==> src/rtl/hpdcache_lfsr_pkg.sv <==
// Shared definitions for the LFSR bank: legal geometry, feedback masks and
// the single Galois step used by every channel.
package hpdcache_lfsr_pkg;

   localparam int unsigned LFSR_MIN_WIDTH   = 8;
   localparam int unsigned LFSR_MAX_NARROW  = 16;
   localparam int unsigned LFSR_WIDTH_24    = 24;
   localparam int unsigned LFSR_WIDTH_32    = 32;
   localparam int unsigned LFSR_MAX_WIDTH   = 32;
   localparam int unsigned LFSR_MIN_NCHAN   = 1;
   localparam int unsigned LFSR_MAX_NCHAN   = 8;

   function automatic logic lfsr_width_legal(input int unsigned width);
      return ((width >= LFSR_MIN_WIDTH) && (width <= LFSR_MAX_NARROW)) ||
             (width == LFSR_WIDTH_24) || (width == LFSR_WIDTH_32);
   endfunction

   // Maximal-length Galois masks; zero flags an unsupported width.
   function automatic logic [LFSR_MAX_WIDTH-1:0] lfsr_poly(input int unsigned width);
      case (width)
         8:       return 32'h0000_00E1;
         9:       return 32'h0000_01EA;
         10:      return 32'h0000_02E3;
         11:      return 32'h0000_04E3;
         12:      return 32'h0000_0AE2;
         13:      return 32'h0000_10E3;
         14:      return 32'h0000_20EA;
         15:      return 32'h0000_41E2;
         16:      return 32'h0000_81EE;
         24:      return 32'h0080_000D;
         32:      return 32'h8000_0057;
         default: return 32'h0000_0000;
      endcase
   endfunction

   function automatic logic [LFSR_MAX_WIDTH-1:0] lfsr_step(
      input logic [LFSR_MAX_WIDTH-1:0] state,
      input logic [LFSR_MAX_WIDTH-1:0] mask,
      input int unsigned               width
   );
      logic [LFSR_MAX_WIDTH:0]   w_keep;
      logic [LFSR_MAX_WIDTH-1:0] w_s;
      w_keep = (33'd1 << width) - 33'd1;
      w_s    = (state >> 1) ^ (state[0] ? mask : '0);
      return w_s & w_keep[LFSR_MAX_WIDTH-1:0];
   endfunction

endpackage

==> src/rtl/hpdcache_lfsr_chan.sv <==
// One LFSR channel: state register, STEP-unrolled Galois advance, seed load
// and automatic recovery from the all-zero lock-up state.
module hpdcache_lfsr_chan
   import hpdcache_lfsr_pkg::*;
#(
   parameter int unsigned          WIDTH = 16,
   parameter int unsigned          STEP  = 1,
   parameter logic [WIDTH-1:0]     SEED  = '1
) (
   input  logic             clk_i,
   input  logic             rst_ni,
   input  logic             shift_i,
   input  logic             load_i,
   input  logic [WIDTH-1:0] seed_i,
   output logic [WIDTH-1:0] val_o,
   output logic             lockup_o
);

   localparam logic [LFSR_MAX_WIDTH-1:0] MASK = lfsr_poly(WIDTH);

   logic [WIDTH-1:0] r_state;
   logic [WIDTH-1:0] w_adv;
   logic [WIDTH-1:0] w_next;
   logic             w_zero;

   assign w_zero = (r_state == '0);

   always_comb begin
      logic [LFSR_MAX_WIDTH-1:0] w_acc;
      w_acc = LFSR_MAX_WIDTH'(r_state);
      for (int i = 0; i < int'(STEP); i++) begin
         w_acc = lfsr_step(w_acc, MASK, WIDTH);
      end
      w_adv = w_acc[WIDTH-1:0];
   end

   // A zero seed would park the channel in lock-up, so it is swapped for SEED.
   always_comb begin
      // NOTE: default first so every path assigns w_next and no latch is inferred.
      w_next = r_state;
      if (load_i) begin
         w_next = (seed_i != '0) ? seed_i : SEED;
      end else if (w_zero) begin
         w_next = SEED;
      end else if (shift_i) begin
         w_next = w_adv;
      end
   end

   // NOTE: non-blocking assignment for state so all channels update together at the edge.
   always_ff @(posedge clk_i or negedge rst_ni) begin
      if (!rst_ni) begin
         r_state <= SEED;
      end else begin
         r_state <= w_next;
      end
   end

   assign val_o    = r_state;
   assign lockup_o = w_zero;

endmodule

==> src/rtl/hpdcache_lfsr_bank.sv <==
// Bank of NCHAN independent Galois LFSRs sharing one seed bus; used as
// pseudo-random sources for victim selection, arbitration jitter and back-off.
module hpdcache_lfsr_bank
   import hpdcache_lfsr_pkg::*;
#(
   parameter int unsigned      WIDTH = 16,
   parameter int unsigned      NCHAN = 1,
   parameter int unsigned      STEP  = 1,
   parameter logic [WIDTH-1:0] SEED  = '1
) (
   input  logic                        clk_i,
   input  logic                        rst_ni,
   input  logic [NCHAN-1:0]            shift_i,
   input  logic [NCHAN-1:0]            load_i,
   input  logic [WIDTH-1:0]            seed_i,
   output logic [NCHAN-1:0][WIDTH-1:0] val_o,
   output logic [NCHAN-1:0]            lockup_o
);

`ifndef HPDCACHE_ASSERT_OFF
   if (!lfsr_width_legal(WIDTH)) begin : g_bad_width
      $fatal(1, "hpdcache_lfsr_bank: illegal WIDTH %0d", WIDTH);
   end
   if ((NCHAN < LFSR_MIN_NCHAN) || (NCHAN > LFSR_MAX_NCHAN)) begin : g_bad_nchan
      $fatal(1, "hpdcache_lfsr_bank: illegal NCHAN %0d", NCHAN);
   end
   if ((STEP < 1) || (STEP > WIDTH)) begin : g_bad_step
      $fatal(1, "hpdcache_lfsr_bank: illegal STEP %0d", STEP);
   end
   if (SEED == '0) begin : g_bad_seed
      $fatal(1, "hpdcache_lfsr_bank: SEED must be non-zero");
   end
`endif

   for (genvar c = 0; c < int'(NCHAN); c++) begin : g_chan
      hpdcache_lfsr_chan #(
         .WIDTH (WIDTH),
         .STEP  (STEP),
         .SEED  (SEED)
      ) u_chan (
         .clk_i    (clk_i),
         .rst_ni   (rst_ni),
         .shift_i  (shift_i[c]),
         .load_i   (load_i[c]),
         .seed_i   (seed_i),
         .val_o    (val_o[c]),
         .lockup_o (lockup_o[c])
      );
   end

endmodule
==> config.mk <==
export PLATFORM = sky130hd
export DESIGN_NAME = hpdcache_lfsr_bank
export DESIGN_NICKNAME = d
export VERILOG_FILES = /design/src/rtl/hpdcache_lfsr_pkg.sv /design/src/rtl/hpdcache_lfsr_chan.sv /design/src/rtl/hpdcache_lfsr_bank.sv
export SDC_FILE = /design/constraint.sdc
export NUM_CORES = 1
export LEC_CHECK = 0
export ABC_AREA = 1
export BUFFER_PORTS_ARGS = -buffer_cell sky130_fd_sc_hd__buf_2
export CAP_MARGIN = 20
export CORE_MARGIN = 2
export CORE_UTILIZATION = 40
export CTS_CLUSTER_SIZE = 40
export DETAILED_ROUTE_END_ITERATION = 8
export PLACE_DENSITY = 0.68
export SLEW_MARGIN = 10
export SYNTH_ARGS = -nofsm -noshare
export SYNTH_HDL_FRONTEND = slang
export SYNTH_HIERARCHICAL = 1
export SYNTH_SLANG_ARGS = --single-unit
==> constraint.sdc <==
create_clock -name clk_i -period 3.6 [get_ports clk_i]
set_input_delay 0 -clock clk_i [delete_from_list [all_inputs] [get_ports clk_i]]
set_output_delay 0 -clock clk_i [all_outputs]
set_load 0.01 [all_outputs]
==> impl_results.md, run 1 <==
* Worst min-delay path category: in -> reg
* Final period util at between 40 and 50%
* Switch Pwr at ~0.00016 W
* P_int at between 0.0003 and 0.0004 W
* CP max stage cell: dfstp_2
* Area Overhead vs Synth at 17.7%
* Cell count after synthesis at around 180
* Hold_buf cts at 2
* Top_reg_cell synth: dfstp_2
* Post-cts sizing count at 0
* Critical path data required time at 3.60 ns
* Largest net degree at the start of global routing at 35
* RD Place Congestion at a little over 0.8
* Largest cells by area after synthesis: dfstp_2, nand3_1, nand2_1
* CTS H-tree depth at 1
* Slew headroom at 65.9%
* Critical Path End Type: primary output
* Post-layout min period at about 1.6 ns
* Crit path max fanout at 34
* Critical Path Source Type: flop
* Root buf cell: clkbuf_4
* Clk slew on worst S/H paths at 0.10 ns
* Die Height at around 60 um
* Worst-Margin Slew at 0.509 ns
* Syn_nets at 195
* Max reg flops at 16
* Core Region at approximately 2800 um2
* Unrepaired setup endpoints after global routing: no
* I/O Buffers at 36
* Synth Area per Inst at 6.76 um2
* Vias in the first global route at 1115
* Sequential-to-total area share from yosys stat at between 30% and 40%
* GRT Resource Usage Total at about a fifth
* Bufs and invs on worst path at 2
* IO Count at 37
* Clock power frac at approximately 25%
* Vias/cell at 5.18
* Sequential share of power at between 40 and 50%
* Critical path class: reg -> out
* First-pass detailed-route iteration total at 4
* Peak Freq at around 0.64 GHz
* Worst clock skew at between 0.003 and 0.004 ns
* Final setup viols at 0
* CTS sink cnt at 16
* Avg WL per Cell at 12.8 um
* Final hold vios at 0
* Ant diodes at 0
* Share of cells above drive strength 1 at a little under a third
* CTS Buffer Depth at 2
* Post-synth top area share at between 30% and 40%
* Max incr delay on CP at around 0.60 ns
* Yosys warnings at 6
* # DRC at 0
* Critical path, cell by cell: nor2_2 > nand2_2 > nor2_4 > nand2_4 > inv_1 > buf_2
* Static leakage at 0.739 nW
* Via count at about 1200
* CTS tree: yes
* Post-DP HPWL at approximately 2200 um
* First-pass GRT wire length at a little over 5000 um
* Antenna violations before repair at 0
* Row count at 19
* Outcome: completed
* Max-Cap Viols at 0
* Mapped Area at ~1200 um2
* Finished Layout Cells at approximately 240
* VDD IR-drop max at 0.199 mV
* Setup_tns at 0 ns
* Die footprint at approximately 3400 um2
* Final ANT Viol Nets at 0
* TritonCTS buffer count at 3
* Synth cell count leaders: nand2_1, nand3_1, nor2_1, dfstp_2, inv_1
* Final wirelength at around 3000 um
* Fin. max-slew vios at 0
* Synth Register Bits at 16
* Gr ovfl total at 0
* Yosys cell types at 17
* Nets at 228
* Synth async-reset ratio at 100%
* Iter 0 DRT Violations at 41
* Comb pwr share at 26.4%
* Power density over the cells at 353 nW/um2
* Postcts setup bufs at 0
* CP arrival at 1.56 ns
* Count leader, synth: nand2_1
* Chip Width at about 60 um
* Cell family with most CP delay: flip-flops
* Initial core utilization at between 40% and 50%
* Clock Latency Late Sink at slightly below 0.3 ns
* Number of synthesized flops with an enable pin at 0
* Synth area leader: dfstp_2
* Switching fraction of total power at about a third
* Cells after DPL at roughly 230
-- final cells by class --
class	count	area, um2
Multi-Input combinational cell	134	641
Clock buffer	4	36.3
Inverter	15	56.3
Sequential cell	16	420
Tap cell	31	38.8
Timing Repair Buffer	38	200
Fill cell	287	1390
-- power by group through the flow --
stage / logic, W / registers, W / clock network, W
floorplan: 0.0000727 / 0.000248 / 0
global placement: 0.000129 / 0.000240 / 0
detailed placement: 0.000129 / 0.000241 / 0
CTS: 0.000131 / 0.000238 / 0.000129
global route: 0.000148 / 0.000242 / 0.000135
finish: 0.000130 / 0.000239 / 0.000123
-- placed cells by master, fill, tap and decap left out, types with 3 or more instances in the layout --
| master | synthesis | final |
|---|---|---|
| nor2_1 | 17 | 17 |
| nand3b_1 | 11 | 11 |
| dfstp_2 | 16 | 16 |
| buf_2 | 5 | 36 |
| a21oi_1 | 6 | 6 |
| nand3_1 | 39 | 39 |
| inv_1 | 14 | 14 |
| o21ai_0 | 6 | 6 |
| clkbuf_4 | 0 | 3 |
| nand2_1 | 48 | 48 |
-- through the flow --
stage	cell area, um2	utilization [%]	hold slack, ns	power (W)	setup slack (ns)
final	1390	50.1	0.00993	0.000491	2.04
after detailed placement	1340	48.0	0.239	0.000370	2.21
after CTS	1390	50.1	0.000675	0.000499	2.02
after global routing	1390	50.1	0.0235	0.000525	1.93
after floorplan	1180	-	-0.148	0.000321	2.38
after global placement	1340	48.0	0.239	0.000369	2.23
-- final timing paths --
path                                                   startpoint                                     end  slack (ns)  cells after the start
max                         g_chan[0].u_chan/val_o[0]$_DFFE_PN1P_                                lockup_o        2.04                      6
min                                                    seed_i[10]  g_chan[0].u_chan/val_o[10]$_DFFE_PN1P_        0.01                      4
max reg2reg                 g_chan[0].u_chan/val_o[0]$_DFFE_PN1P_   g_chan[0].u_chan/val_o[5]$_DFFE_PN1P_        2.18                      7
min reg2reg                g_chan[0].u_chan/val_o[10]$_DFFE_PN1P_  g_chan[0].u_chan/val_o[10]$_DFFE_PN1P_        0.51                      2
max in group asynchronous                                  rst_ni   g_chan[0].u_chan/val_o[7]$_DFFE_PN1P_        3.15                      2
min in group asynchronous                                  rst_ni   g_chan[0].u_chan/val_o[1]$_DFFE_PN1P_        0.42                      2
-- cells by family (layout without fill, tap and decap cells) --
| group | Yosys count | in the layout | synth area share, % |
|---|---|---|---|
| compound gates | 12 | 12 | 5.07 |
| flops | 16 | 16 | 35.5 |
| buf+inv | 25 | 57 | 10.4 |
| simple gates | 122 | 122 | 49.0 |
-- per-layer routing --
layer,wire (um),track usage (%),up-vias
met5,0,0,-
met2,1480,31.9,32
met1,1400,25.6,563
met3,127,2.86,4
li1,-,-,634
met4,31,6.98,0
-- worst register-to-register path: stages, from the launching register on --
cell	delay (ns)
dfstp_2	0.60
nor2_2	0.07
nand2_2	0.09
nor2_4	0.04
nand2_4	0.26
nand3_1	0.14
nand2_1	0.10
nand2_1	0.06
Note: power is estimated with default switching activity, not from simulation.
==> run 2: changes to the inputs <==
- clock period: 3.6 -> 1.55 ns (I/O delays scaled with it)
==> run 2 against run 1 <==
Effect of this change:
- clock power is 83% higher
- power is 120% higher
- worst hold slack better by 0.0088 ns
- combinational power rose by 140%
- setup slack got worse by 1.9 ns
- critical path type unchanged
- critical endpoint unchanged
- clock-buffer cell count shrank 1
- non-clock buffer count rose by 4
- first-iteration DRC count increased by 34%
- largest cell class unchanged
- wire length rose by 4.7%
- critical path depth unchanged
==> impl_results.md, run 2 (synthesis gave the netlist of run 1 again) <==
* CTS sink cnt at 16
* Worst min-delay path category: in -> reg
* FF-to-FF End: g_chan[0].u_chan/val_o[10]$_DFFE_PN1P_
* Most frequent cells in the layout: nand2_1, nand3_1, buf_2
* Critical path, cell by cell: nor2_1 > nand2_1 > nor2_4 > nand2_8 > inv_1 > buf_2
* Clock power frac at between 20% and 30%
* First-pass detailed-route iteration total at 4
* Max-Cap Viols at 0
* CTS tree: yes
* Met3 routed wirelength at around 130 um
* Gr ovfl total at 0
* Levels on crit path at 6
* Vias/cell at roughly 5.2
* Placed Area at about 1400 um2
* Hold WS at roughly 0.019 ns
* Final hold vios at 0
* Crit path max fanout at 17
* Unrepaired setup endpoints after global routing: no
* Final ANT Viol Nets at 0
* Static leakage at between 0.7 and 0.8 nW
* RD Place Congestion at around 0.85
* Origin of the critical flop-to-flop path: g_chan[0].u_chan/val_o[0]$_DFFE_PN1P_
* Post-DP HPWL at ~2200 um
* Root buf cell: clkbuf_4
* Area Overhead vs Synth at 21.4%
* Fillcell total at 300
* Met1 WL at 1460 um
* Avg WL per Cell at 13.1 um
* First-pass GRT wire length at between 5000 and 6000 um
* Row count at 19
* Post-layout min period at approximately 1.4 ns
* Setup_tns at 0 ns
* # DRC at 0
* Nets at ~230
* Worst clock skew at 0.00796 ns
* I/O Buffers at 36
* R2R cell count at 8
* Final wirelength at roughly 3200 um
* VDD IR-drop max at slightly below 0.7 mV
* Critical path class: reg -> out
* CP startpoint: g_chan[0].u_chan/val_o[14]$_DFFE_PN1P_
* Die footprint at around 3400 um2
* TritonCTS buffer count at 3
* Comb pwr share at approximately 28%
* Max reg flops at 16
* Power, Total at ~0.0011 W
* Chip Width at 58.4 um
* CP max stage cell: dfstp_2
* Critical path data required time at between 1.5 and 2 ns
* Critical path capture point: lockup_o
* Switching fraction of total power at about a third
* Largest net degree at the start of global routing at 35
* Ant diodes at 0
* Hold wc startpoint: seed_i[1]
* CTS H-tree depth at 1
* FF+latch area at about 420 um2
* Share of cells above drive strength 1 at 31.3%
* Die Height at a little under 60 um
* Slew headroom at 72.2%
* IO Count at 37
* P_int at approximately 0.00072 W
* Final instance area at 1440 um2
* Final period util at 93.3%
* Worst-Margin Slew at between 0.4 and 0.5 ns
* Multi-input logic area at around 670 um2
* Critical Path Source Type: flop
* Critical Path End Type: primary output
* Bufs and invs on worst path at 2
* Clock Latency Late Sink at 0.29 ns
* Commonest non-fill, non-tap cell in the layout: nand2_1
* Power density over the cells at 758 nW/um2
* Clk slew on worst S/H paths at ~0.1 ns
* Outcome: completed
* Met2 WL at 1560 um
* Max incr delay on CP at approximately 0.40 ns
* CTS Buffer Depth at 2
* Vias in the first global route at between 1000 and 1500
* Via count at around 1300
* Worst reg2reg setup slack at approximately 0.15 ns
* Peak Freq at roughly 0.69 GHz
* Antenna violations before repair at 0
* CP arrival at ~1.5 ns
* Fin. max-slew vios at 0
* Core Region at 2780 um2
* GRT Resource Usage Total at ~21%
* Switch Pwr at between 0.0003 and 0.0004 W
* Cell family with most CP delay: simple AND/OR/NAND/NOR gates
* Final Core Density at about half
* Sequential share of power at between 50% and 60%
* Final setup viols at 0
* DR top layer: met4
* Initial core utilization at 42.6%
* Iter 0 DRT Violations at between 50 and 60
==> run 2: timing repair <==
item,in CTS,in global routing
endpoints found under the setup margin,1,1
cloned,0,1
setup buffers,0,1
gates resized for setup,1,1
pin swaps,0,1
hold buffers,3,0
hold endpoints to repair,18,0
==> run 2: worst min path at each step <==
stage	cells after the start	slack, ns	endpoint
6_report	4	0.02	g_chan[0].u_chan/val_o[1]$_DFFE_PN1P_
5_1_grt	4	0.03	g_chan[0].u_chan/val_o[8]$_DFFE_PN1P_
4_1_cts	4	0.006	g_chan[0].u_chan/val_o[1]$_DFFE_PN1P_
3_5_place_dp	1	0.23	g_chan[0].u_chan/val_o[1]$_DFFE_PN1P_
3_3_place_gp	1	0.25	g_chan[0].u_chan/val_o[1]$_DFFE_PN1P_
2_1_floorplan	0	-0.15	g_chan[0].u_chan/val_o[0]$_DFFE_PN1P_
==> run 2: metal layers <==
layer  vias to the layer above  global-route usage [%]
li1                        641                       -
met1                       581                    27.0
met2                        28                    33.5
met3                         4                    3.96
met4                         0                    7.64
met5                         -                       0
==> run 2: final cells by class <==
cell class	instances	area share [%]
clock buffers	3	1.57
inverters	15	3.92
multi-input cells	135	46.3
flip-flops and latches	16	29.3
well taps	31	2.70
repair buffers	42	16.2
==> run 2: power groups by stage <==
stage	clock, W	sequential [W]	combinational (W)
2_1_floorplan	0	0.000576	0.000169
3_3_place_gp	0	0.000558	0.000302
3_5_place_dp	0	0.000561	0.000303
4_1_cts	0.000239	0.000554	0.000310
5_1_grt	0.000257	0.000565	0.000352
6_report	0.000225	0.000554	0.000309
==> run 2: metrics by stage <==
step | std cells | setup WS [ns]
after global placement | 234 | 0.174
final | 242 | 0.103
after floorplan | 175 | 0.333
after CTS | 240 | 0.0586
after detailed placement | 234 | 0.174
after global routing | 242 | 0.0274
==> run 2: worst register-to-register path, stage by stage, from the launching register on <==
cell	delay [ns]
dfstp_2	0.60
nor2_2	0.07
nand2_2	0.09
nor2_4	0.06
buf_4	0.14
nand2_4	0.17
nand3_1	0.10
nand2_1	0.08
nand2_1	0.05
==> run 3: changes to the inputs <==
- clock period: 1.55 -> 1.6 ns (I/O delays scaled with it)
==> run 3 against run 2 <==
Effect of this change:
- combinational power fell by 5%
- sequential cell count did not move
- die area did not move
==> impl_results.md, run 3 (synthesis gave the netlist of run 1 again) <==
* Peak Freq at 0.680 GHz
* Worst-Margin Slew at about 0.41 ns
* Slew headroom at just over 70%
* RD Place Congestion at about 0.85
* Cells after DPL at 234
* Worst reg2reg setup slack at a little under 0.3 ns
* Post-DP HPWL at 2160 um
* Share of cells above drive strength 1 at between 30% and 40%
* Largest net degree at the start of global routing at 35
* Final wirelength at 3010 um
* Fillcell total at between 300 and 400
* Origin of the critical flop-to-flop path: g_chan[0].u_chan/val_o[0]$_DFFE_PN1P_
* Chip Width at slightly below 60 um
* Commonest non-fill, non-tap cell in the layout: nand2_1
* Critical Path End Type: primary output
* Static leakage at 0.721 nW
* GRT Resource Usage Total at 19.4%
* M3 GR Usage at about 4%
* # DRC at 0
* Vias in the first global route at 1114
* CTS tree: yes
* First-pass GRT wire length at between 5000 and 6000 um
* Outcome: completed
* P_int at roughly 0.00070 W
* Max reg flops at 16
* Avg WL per Cell at between 10 and 15 um
* Unrepaired setup endpoints after global routing: no
* Post-layout min period at 1.47 ns
* Final ANT Viol Nets at 0
* Setup Slack @ Placement at 0.218 ns
* Worst clock skew at between 0.003 and 0.004 ns
* Row count at 19
* Ant diodes at 0
* Initial core utilization at a little over two fifths
* FF-to-FF End: g_chan[0].u_chan/val_o[5]$_DFFE_PN1P_
* Critical path class: reg -> out
* Most frequent cells in the layout: nand2_1, nand3_1, buf_2
* Final setup viols at 0
* Die footprint at 3410 um2
* GR Util met2 at 31.9%
* Area Overhead vs Synth at 17.7%
* Nets at about 230
* First-pass detailed-route iteration total at 4
* Worst Slack Setup Final at between 0.1 and 0.15 ns
* Critical Path Source Type: flop
* Clk slew on worst S/H paths at ~0.10 ns
* Switching fraction of total power at 33.4%
* Critical path capture point: lockup_o
* Crit path max fanout at 34
* Iter 0 DRT Violations at 44
* Sequential share of power at between 50% and 60%
* Final period util at around nine tenths
* Clock Latency Late Sink at between 0.2 and 0.3 ns
* CTS Buffer Depth at 2
* Comb pwr share at between 20% and 30%
* Clock power frac at 20.6%
* TritonCTS buffer count at 3
* Fin. max-slew vios at 0
* Met1 Use GR at between 20 and 30%
* Max-Cap Viols at 0
* Finished Layout Cells at 238
* Setup_tns at 0 ns
* Root buf cell: clkbuf_4
* Via count at 1228
* Postcts setup bufs at 0
* Final hold vios at 0
* Die Height at slightly below 60 um
* Power density over the cells at 752 nW/um2
* Core Region at 2780 um2
* R2R cell count at 6
* Worst min-delay path category: in -> reg
* VDD IR-drop max at between 0.6 and 0.7 mV
* CTS sink cnt at 16
* GR peak layer: met2
* Critical path data required time at 1.60 ns
* I/O Buffers at 36
* Switch Pwr at 0.000350 W
* Vias/cell at just over 5
* IO Count at 37
* Hold WS at roughly 0.013 ns
* Antenna violations before repair at 0
* CP startpoint: g_chan[0].u_chan/val_o[14]$_DFFE_PN1P_
* CTS H-tree depth at 1
* Gr ovfl total at 0
* CP arrival at 1.47 ns
run 3: cell count changes in the layout (fill, tap and decap cells not counted), sizes merged:
cell	change
dlygate4sd3	-2
nand2	-1
buf	-1
run 3: critical path, cell delays in order (launching register included):
cell     delay (ns)
dfstp_2        0.40
nor2_1         0.14
nand2_1        0.08
nor2_2         0.19
nand2_8        0.18
inv_1          0.08
buf_2          0.12
run 3: how the worst min path moves through the flow:
| stage | from | to | slack, ns | depth (start not counted) |
|---|---|---|---|---|
| after floorplan | rst_ni | g_chan[0].u_chan/val_o[0]$_DFFE_PN1P_ | -0.15 | 0 |
| after global placement | rst_ni | g_chan[0].u_chan/val_o[1]$_DFFE_PN1P_ | 0.24 | 1 |
| after detailed placement | rst_ni | g_chan[0].u_chan/val_o[1]$_DFFE_PN1P_ | 0.25 | 1 |
| after CTS | seed_i[11] | g_chan[0].u_chan/val_o[11]$_DFFE_PN1P_ | 0.008 | 4 |
| after global routing | seed_i[10] | g_chan[0].u_chan/val_o[10]$_DFFE_PN1P_ | 0.04 | 4 |
| final | seed_i[11] | g_chan[0].u_chan/val_o[11]$_DFFE_PN1P_ | 0.01 | 4 |
run 3: per-layer routing:
metal | routed length, um | share of wire [%]
met1 | 1410 | 47
met2 | 1490 | 50
met3 | 86 | 2.9
met4 | 17 | 0.56
met5 | 0 | 0
run 3: final cells by class:
type                    count  area (um2)  area share [%]
repair buffers             39         205            14.7
clock buffers               3        22.5            1.62
flip-flops and latches     16         420            30.2
multi-input cells         134         649            46.6
inverters                  15        56.3            4.04
well taps                  31        38.8            2.79
run 3: power groups by stage:
| stage | clock network (W) | logic (W) | registers (W) |
|---|---|---|---|
| 3_3_place_gp | 0 | 0.000293 | 0.000541 |
| 4_1_cts | 0.000228 | 0.000297 | 0.000536 |
| 2_1_floorplan | 0 | 0.000164 | 0.000558 |
| 3_5_place_dp | 0 | 0.000294 | 0.000543 |
| 6_report | 0.000216 | 0.000294 | 0.000537 |
| 5_1_grt | 0.000247 | 0.000335 | 0.000544 |
run 3: through the flow:
step                cell area (um2)  util, %  total power [W]
floorplan                      1180        -         0.000721
global placement               1350     48.6         0.000833
detailed placement             1350     48.6         0.000837
CTS                            1380     49.8          0.00106
global route                   1390     50.1          0.00113
finish                         1390     50.1          0.00105
run 3: what timing repair did:
action / 4_1_cts / 5_1_grt
endpoints found under the hold margin: 16 / 0
hold buffers: 1 / 0
endpoints found under the setup margin: 0 / 1
resized for setup: 0 / 1
